$ cat config.mk
export PLATFORM = sky130hd
export DESIGN_NAME = ram_loader
export DESIGN_NICKNAME = d
export VERILOG_FILES = /design/src/rtl/ram_loader.sv
export SDC_FILE = /design/constraint.sdc
export NUM_CORES = 1
export LEC_CHECK = 0
export BUFFER_PORTS_ARGS = -buffer_cell sky130_fd_sc_hd__buf_2
export CELL_PAD_IN_SITES_DETAIL_PLACEMENT = 1
export CELL_PAD_IN_SITES_GLOBAL_PLACEMENT = 1
export CORE_MARGIN = 2
export CORE_UTILIZATION = 30
export CTS_CLUSTER_DIAMETER = 120
export CTS_CLUSTER_SIZE = 30
export DETAILED_ROUTE_END_ITERATION = 12
export PLACE_DENSITY_LB_ADDON = 0.25
export SLEW_MARGIN = 0
export SYNTH_ARGS = -nofsm -noshare
export SYNTH_HDL_FRONTEND = slang
export SYNTH_SLANG_ARGS = --single-unit
$ cat constraint.sdc
create_clock -name clk -period 4.9 [get_ports clk]
set_input_delay 0 -clock clk [delete_from_list [all_inputs] [get_ports clk]]
set_output_delay 0 -clock clk [all_outputs]
set_load 0.005 [all_outputs]
$ cat src/rtl/ram_loader.sv
// Bus-mastering program loader: holds the CPU, writes a host byte stream into program RAM
// through MI/RI bus cycles, then releases the CPU with a one-cycle register clear.
module ram_loader #(
  parameter int unsigned ADDR_W = 4,
  parameter int unsigned DATA_W = 8,
  parameter int unsigned NBYTES = 16
) (
  input  logic              clk,
  input  logic              clr,
  input  logic              start,
  input  logic              abort,
  input  logic [ADDR_W-1:0] base_addr,
  input  logic              cpu_idle,
  input  logic              in_valid,
  input  logic [DATA_W-1:0] in_data,
  output logic              in_ready,
  output logic              cpu_hold,
  output logic              cpu_reset,
  output logic              bus_oe,
  output logic [DATA_W-1:0] bus_out,
  output logic              mi,
  output logic              ri,
  output logic              busy,
  output logic              done,
  output logic              aborted,
  output logic [ADDR_W:0]   byte_count
);

  typedef enum logic [2:0] {
    StIdle,
    StGrant,
    StAddr,
    StWdata,
    StWrite,
    StRel,
    StAbrt
  } state_e;

  localparam logic [ADDR_W:0] LastCount = (ADDR_W + 1)'(NBYTES);

  state_e              r_state, w_state_d;
  logic [ADDR_W-1:0]   r_addr, w_addr_d;
  logic [DATA_W-1:0]   r_data, w_data_d;
  logic [ADDR_W:0]     r_count, w_count_d;
  logic [ADDR_W:0]     w_count_inc;
  logic [DATA_W-1:0]   w_addr_ext;

  assign w_count_inc = r_count + 1'b1;

  always_ff @(posedge clk) begin
    if (!clr) begin
      r_state <= StIdle;
      r_addr  <= '0;
      r_data  <= '0;
      r_count <= '0;
    end else begin
      r_state <= w_state_d;
      r_addr  <= w_addr_d;
      r_data  <= w_data_d;
      r_count <= w_count_d;
    end
  end

  // Abort is taken from any bus-owning state; the strobe of the current cycle still lands.
  always_comb begin
    w_state_d = r_state;
    w_addr_d  = r_addr;
    w_data_d  = r_data;
    w_count_d = r_count;
    unique case (r_state)
      StIdle: begin
        if (start) begin
          w_state_d = StGrant;
          w_addr_d  = base_addr;
          w_count_d = '0;
        end
      end
      StGrant: begin
        if (abort)         w_state_d = StAbrt;
        else if (cpu_idle) w_state_d = StAddr;
      end
      StAddr: begin
        w_state_d = abort ? StAbrt : StWdata;
      end
      StWdata: begin
        if (abort) begin
          w_state_d = StAbrt;
        end else if (in_valid) begin
          w_data_d  = in_data;
          w_state_d = StWrite;
        end
      end
      StWrite: begin
        w_count_d = w_count_inc;
        if (abort) begin
          w_state_d = StAbrt;
        end else if (w_count_inc == LastCount) begin
          w_state_d = StRel;
        end else begin
          w_addr_d  = r_addr + 1'b1;
          w_state_d = StAddr;
        end
      end
      StRel:   w_state_d = StIdle;
      StAbrt:  w_state_d = StIdle;
      default: w_state_d = StIdle;
    endcase
  end

  // Moore outputs: decoded purely from registered state.
  always_comb begin
    w_addr_ext                = '0;
    w_addr_ext[ADDR_W-1:0]    = r_addr;
    in_ready   = 1'b0;
    cpu_hold   = 1'b0;
    cpu_reset  = 1'b0;
    bus_oe     = 1'b0;
    bus_out    = '0;
    mi         = 1'b0;
    ri         = 1'b0;
    done       = 1'b0;
    aborted    = 1'b0;
    busy       = (r_state != StIdle);
    byte_count = r_count;
    unique case (r_state)
      StIdle:  ;
      StGrant: cpu_hold = 1'b1;
      StAddr: begin
        cpu_hold = 1'b1;
        bus_oe   = 1'b1;
        mi       = 1'b1;
        bus_out  = w_addr_ext;
      end
      StWdata: begin
        cpu_hold = 1'b1;
        in_ready = 1'b1;
      end
      StWrite: begin
        cpu_hold = 1'b1;
        bus_oe   = 1'b1;
        ri       = 1'b1;
        bus_out  = r_data;
      end
      StRel: begin
        cpu_hold  = 1'b1;
        cpu_reset = 1'b1;
        done      = 1'b1;
      end
      StAbrt: begin
        cpu_hold = 1'b1;
        aborted  = 1'b1;
      end
      default: ;
    endcase
  end

endmodule
==> impl_metrics.csv, run 1 <==
group,metric,value,unit
synthesis,ys_warn_count,0,
synthesis,ys_ff_latch,20,
synthesis,ys_types,41,
timing,finalMaxSlewViolations,0,
worst_setup_path,criticalPathCategory,"reg -> out",
synthesis,synth.top_cells.by_area,"dfxtp_1 33%, mux2i_1 7.5%, nor2_1 5.9%",
pwr,switching_share,37.5,%
timing,setup_viol,0,
place,portBuffers,39,
clock_network,cts_made_buffers,3,
floorplan,die_area,4550,µm²
pwr,power_frac_seq,43.5,%
synthesis,syn_area,1210,µm²
worst_setup_path,worstPathRequired,4.90,ns
synthesis,synth_top_area_cell,"dfxtp_1",
pwr,power_frac_comb,36.0,%
synthesis,syn-num-nets,168,
place,pre_cts_ws,2.85,ns
pwr,p_leak,0.657,nW
worst_setup_path,crit_arrival,2.12,ns
worst_setup_path,crit_chain,"nand2_1 -> inv_1 -> a22o_1 -> buf_2",
floorplan,dieWidth,67.5,µm
timing,fmax,472,MHz
timing,finalHoldViolations,0,
worst_setup_path,crit_slowest_cell,"dfxtp_1",
drt,drtAntennaViolNets,0,
pwr,clkPwrFrac,20.5,%
drt,wl,3.50,mm
synthesis,yosysSeqAreaShare,33.1,%
drt,drt-initial-drc-count,60,
pwr,p_int,0.000316,W
drt,drc,0,
worst_setup_path,cp_max_fo,22,
synthesis,synthCells,147,
grt,grt_pass1_vias,1173,
timing,period_needed,2.12,ns
timing,fin_skew,0.00235,ns
synthesis,synth_top_flop_cell,"dfxtp_1",
timing,fin_ws,2.78,ns
worst_setup_path,startpoint_type,"register",
cells_and_area,antenna_cells,0,
floorplan,core-area,3940,µm²
timing,relSlewSlack,56.7,%
clock_network,clockRootBuffer,"clkbuf_8",
drt,via_per_inst,5.17,
cells_and_area,nets,211,
synthesis,async_reset_ff_share,0,%
worst_setup_path,slowest_delay,0.74,ns
clock_network,ctsHtreeMaxLevel,1,
place,placed_area,1430,µm²
floorplan,ioPinCount,40,
pwr,cellPowerDensity,327,nW/µm²
timing,rsz0062_at_grt,"no",
worst_setup_path,critPathBufInv,2,
timing,tightest_slew,0.648,ns
pwr,switching_power,0.000190,W
cells_and_area,drive_gt1_share,28.2,%
synthesis,syn_avg_cell_area,8.22,µm²
drt,wl_per_cell,14.7,µm
synthesis,synth_edf_count,0,
job,drv_cap,0,
floorplan,fp.dieH,67.5,µm
worst_setup_path,end_kind,"output port",
place,place_congestion,0.761,
clock_network,clk_pin_slew,0.07,ns
min_path,hp-class,"in -> reg",
worst_setup_path,path_delay_family,"flip-flops",
clock_network,clk_path_buf_depth,2,
grt,grtUsageTotal,16.2,%
place,dp_hpwl,2.63,mm
clock_network,cts_tree,"done",
timing,period_share,43.2,%
clock_network,clk_latency,0.25,ns
cells_and_area,synthToLayoutAreaGrowth,28.0,%
cells_and_area,design_area,1550,µm²
pwr,ir_drop,0.187,mV
synthesis,post-synth-top-area-fraction,33.1,%
floorplan,rows,23,
clock_network,cts_num_sinks,20,
floorplan,start_util,30.7,%
clock_network,post_cts_buffers,0,
status,outcome,"finished, final reports clean",
timing,finalSetupTns,0,ns
grt,grt_pass1_wl,5.67,mm
cells_and_area,final_util,39.2,%
drt,vias,1230,
drt,first_pass_iters,4,
timing,holdWs,0.0406,ns
grt,grt_max_degree,23,
grt,grt_remaining_overflow,0,
grt,antenna_found_initial,0,
-- cells in the mapped netlist (2+ instances only) --
| library cell | n |
|---|---|
| a211oi_1 | 3 |
| a21oi_1 | 9 |
| a221oi_1 | 3 |
| a22o_1 | 4 |
| a311oi_1 | 2 |
| and3_1 | 5 |
| and3_4 | 2 |
| buf_2 | 3 |
| clkbuf_1 | 5 |
| dfxtp_1 | 20 |
| ha_1 | 3 |
| inv_1 | 5 |
| mux2i_1 | 9 |
| nand2_1 | 9 |
| nand2b_1 | 3 |
| nand3_1 | 2 |
| nand3b_1 | 2 |
| nor2_1 | 19 |
| nor2_2 | 2 |
| nor2b_1 | 2 |
| nor3_1 | 7 |
| nor3b_1 | 2 |
| nor4_1 | 2 |
| o21ai_0 | 6 |
| o32ai_1 | 2 |
-- cells by family after synthesis --
kind of cell,Yosys count,share of synthesized area [%]
AND/OR/NAND/NOR,60,26.0
AO/OA/AOI/OAI,38,22.9
flip-flops,20,33.1
buffers and inverters,15,5.28
multiplexers,11,9.63
adder cells (fa/ha/maj),3,3.11
-- sequential cells by signal, summed over array words and instances, names as in the netlist --
signal	cells
byte_count	5
r_data	8
r_state	3
r_addr	4
-- routing by layer --
| layer | track usage, % | part of all wire, % | vias to the layer above | wire length, µm |
|---|---|---|---|---|
| met3 | 2.17 | 4.0 | 4 | 140 |
| met1 | 23.4 | 50 | 586 | 1730 |
| met5 | 0 | 0 | - | 0 |
| met4 | 4.59 | 0.94 | 0 | 33 |
| met2 | 25.0 | 46 | 25 | 1590 |
| li1 | - | - | 615 | - |
-- cells in the final DEF (no fill, tap or decap), drive strengths merged, types with 3 or more instances in the layout --
master,count
buf,39
nor2,22
dfxtp,20
nand2,9
a21oi,9
mux2i,9
dlygate4sd3,8
nor3,7
o21ai,7
and3,7
inv,5
a22o,4
nand2b,3
a221oi,3
a211oi,3
ha,3
clkbuf,3
-- repair_timing --
| item | 4_1_cts | 5_1_grt |
|---|---|---|
| endpoints found under the hold margin | 8 | 0 |
| resized for setup | 0 | 0 |
| hold buffers | 8 | 0 |
| setup endpoints to repair | 0 | 0 |
-- stage by stage --
step,std cells,total power (W)
after floorplan,147,0.000341
after detailed placement,227,0.000400
after global placement,227,0.000393
after global routing,238,0.000553
final,238,0.000506
after CTS,238,0.000513
-- area by class of cell --
| cell class | instances | area, µm² |
|---|---|---|
| fill | 477 | 2400 |
| multi-input combinational | 112 | 744 |
| sequential | 20 | 400 |
| timing repair buffer | 47 | 275 |
| tap | 50 | 62.6 |
| clock buffer | 3 | 41.3 |
| inverter | 6 | 22.5 |
-- power groups by stage --
stage / Combinational [W] / Clock (W) / Sequential [W]
detailed placement: 0.000177 / 0 / 0.000223
global route: 0.000208 / 0.000119 / 0.000226
global placement: 0.000172 / 0 / 0.000221
CTS: 0.000183 / 0.000110 / 0.000220
finish: 0.000182 / 0.000104 / 0.000220
floorplan: 0.000142 / 0 / 0.000199
-- worst min-delay path, cell delays in order --
cell and delay [ns]:
buf_2 0.10, nand2_1 0.05, a311oi_1 0.08
-- worst paths after layout --
| check | startpoint | to | slack, ns | depth (start not counted) |
|---|---|---|---|---|
| worst max register to register | r_state[2]$_SDFFE_PN0P_ | byte_count[3]$_SDFFE_PN0P_ | 2.81 | 4 |
| worst min-delay path | base_addr[1] | r_addr[1]$_SDFFE_PN0P_ | 0.04 | 3 |
| worst min register to register | r_data[6]$_SDFFE_PN0P_ | r_data[6]$_SDFFE_PN0P_ | 0.50 | 2 |
| worst max-delay path | r_state[2]$_SDFFE_PN0P_ | bus_out[0] | 2.78 | 4 |
Note: power is estimated with default switching activity, not from simulation.
==> inputs of run 2 (changes only) <==
==> constraint.sdc (replaced) <==
create_clock -name clk -period 1.8 [get_ports clk]
set_input_delay 0 -clock clk [delete_from_list [all_inputs] [get_ports clk]]
set_output_delay 0 -clock clk [all_outputs]
set_load 0.005 [all_outputs]
==> run 2 against run 1 <==
Global-route usage rose by 1.0 points. Via count is 5.2% higher. Total power rose to 3.3 times the previous value. Utilization grew 2.8 points. Critical path depth up 3. Clock skew grew 0.00077 ns. Sequential power rose to 2.7 times the previous value. Worst hold slack worse by 0.037 ns. Critical path type is now reg -> reg. Clock power increased to 4.5 times the previous value. Routed wire length grew 6.1%. Final area up 7.2%. Die area did not move.
==> impl_metrics.csv, run 2 (same netlist as run 1, synthesis figures left out) <==
group,metric,value,unit
status,outcome,"finished, final reports clean",
clock_network,cts_num_sinks,20,
cells_and_area,top_register,"r_data",
floorplan,ioPinCount,40,
worst_setup_path,crit_chain,"buf_4 -> ha_1 -> nand2_1 -> mux2_4 -> a31o_2 -> nor3_1 -> a211oi_1",
cells_and_area,layout_common_cells,"39 x buf_2, 19 x nor2_1, 14 x dfxtp_1",
worst_setup_path,crit_arrival,1.84,ns
clock_network,clk_latency,0.27,ns
grt,antenna_found_initial,0,
drt,via_per_inst,5.24,
clock_network,clk_pin_slew,0.08,ns
cells_and_area,final_common_cell,"buf_2",
clock_network,clk_path_buf_depth,2,
place,place_congestion,0.777,
drt,first_pass_iters,4,
timing,period_share,94.1,%
timing,finalHoldViolations,0,
clock_network,cts_made_buffers,3,
worst_setup_path,cp_max_fo,8,
grt,grt_pass1_wl,5.91,mm
floorplan,core-area,3940,µm²
drt,wl,3.71,mm
cells_and_area,synthToLayoutAreaGrowth,37.2,%
grt,grt_max_degree,19,
clock_network,ctsHtreeMaxLevel,1,
drt,drt-initial-drc-count,44,
floorplan,dieWidth,67.5,µm
worst_setup_path,slowest_delay,0.36,ns
pwr,p_leak,0.711,nW
place,dp_hpwl,2.78,mm
place,portBuffers,39,
grt,grt_pass1_vias,1258,
cells_and_area,largest_register_ffs,8,
job,drv_cap,0,
worst_setup_path,startpoint_type,"register",
drt,drtAntennaViolNets,0,
cells_and_area,fill_cells,492,
drt,drc,0,
drt,wl_per_cell,15.0,µm
timing,fin_skew,0.00312,ns
clock_network,cts_tree,"done",
timing,period_needed,1.69,ns
cells_and_area,design_area,1660,µm²
worst_setup_path,crit_slowest_cell,"dfxtp_2",
min_path,hp-class,"in -> reg",
timing,relSlewSlack,63.3,%
floorplan,die_area,4550,µm²
place,pre_cts_ws,-0.00814,ns
pwr,cellPowerDensity,995,nW/µm²
worst_setup_path,end_kind,"register",
worst_setup_path,criticalPathCategory,"reg -> reg",
worst_setup_path,worstPathRequired,1.94,ns
place,placed_area,1490,µm²
clock_network,clockRootBuffer,"clkbuf_8",
cells_and_area,nets,219,
timing,setup_viol,0,
timing,fmax,591,MHz
floorplan,start_util,30.7,%
floorplan,rows,23,
timing,rsz0062_at_grt,"no",
timing,fin_ws,0.107,ns
floorplan,fp.dieH,67.5,µm
grt,grt_remaining_overflow,0,
grt,grtUsageTotal,17.2,%
timing,finalMaxSlewViolations,0,
pwr,ir_drop,0.375,mV
cells_and_area,drive_gt1_share,36.5,%
timing,tightest_slew,0.547,ns
drt,vias,1294,
cells_and_area,antenna_cells,0,
[run 2: changes by cell type in the layout (fill, tap and decap cells not counted), sizes merged]
cell | before | now
buf | 39 | 48
bufinv | 0 | 1
dlygate4sd3 | 8 | 7
[run 2: layer usage]
layer / GRT usage (%) / routed length [µm] / part of all wire, %
met5: 0 / 0 / 0
met4: 4.59 / 38 / 1.0
met3: 3.17 / 153 / 4.1
met2: 28.8 / 1790 / 48
met1: 22.6 / 1730 / 47
[run 2: layout make-up]
cell class / count / area [µm²] / area share, %
clock inverters: 1 / 30.0 / 1.81
inverters: 6 / 22.5 / 1.36
clock buffers: 3 / 41.3 / 2.49
flip-flops and latches: 20 / 408 / 24.6
well taps: 50 / 62.6 / 3.77
multi-input cells: 112 / 761 / 45.9
repair buffers: 55 / 333 / 20.1
[run 2: worst paths after layout]
kind	slack (ns)	endpoint	cells after the start	startpoint
worst max-delay path	0.11	r_addr[0]$_SDFFE_PN0P_	7	byte_count[0]$_SDFFE_PN0P_
worst min register to register	0.50	r_data[5]$_SDFFE_PN0P_	2	r_data[5]$_SDFFE_PN0P_
worst min-delay path	0.004	r_addr[1]$_SDFFE_PN0P_	3	base_addr[1]
worst max register to register	0.11	r_addr[0]$_SDFFE_PN0P_	7	byte_count[0]$_SDFFE_PN0P_
[run 2: critical path, delay by kind of cell, from the launching register on]
kind	cells	cell delay, ns
AO/OA/AOI/OAI	2	0.36
buffers and inverters	1	0.16
AND/OR/NAND/NOR	2	0.21
multiplexers	1	0.31
adder cells (fa/ha/maj)	1	0.17
flip-flops	1	0.36
[run 2: stage by stage]
stage | TNS (ns) | power, W | hold WS, ns | util [%] | std cells
2_1_floorplan | 0 | 0.000928 | 0.147 | - | 147
6_report | 0 | 0.00165 | 0.00404 | 42.1 | 247
5_1_grt | 0 | 0.00176 | 0.0118 | 42.1 | 247
4_1_cts | 0 | 0.00166 | 0.00477 | 41.3 | 246
3_5_place_dp | -0.00814 | 0.00117 | 0.246 | 37.9 | 236
3_3_place_gp | 0 | 0.00114 | 0.236 | 37.9 | 236
[run 2: timing repair]
action | CTS | global route
buffers inserted | 0 | 0
hold endpoints to repair | 6 | 1
hold buffers | 6 | 1
endpoints found under the setup margin | 6 | 11
resized for setup | 2 | 8
[run 2: power breakdown]
group          internal [W]  switching, W
Sequential         0.000497     0.0000946
Combinational      0.000268      0.000318
Clock              0.000298      0.000174
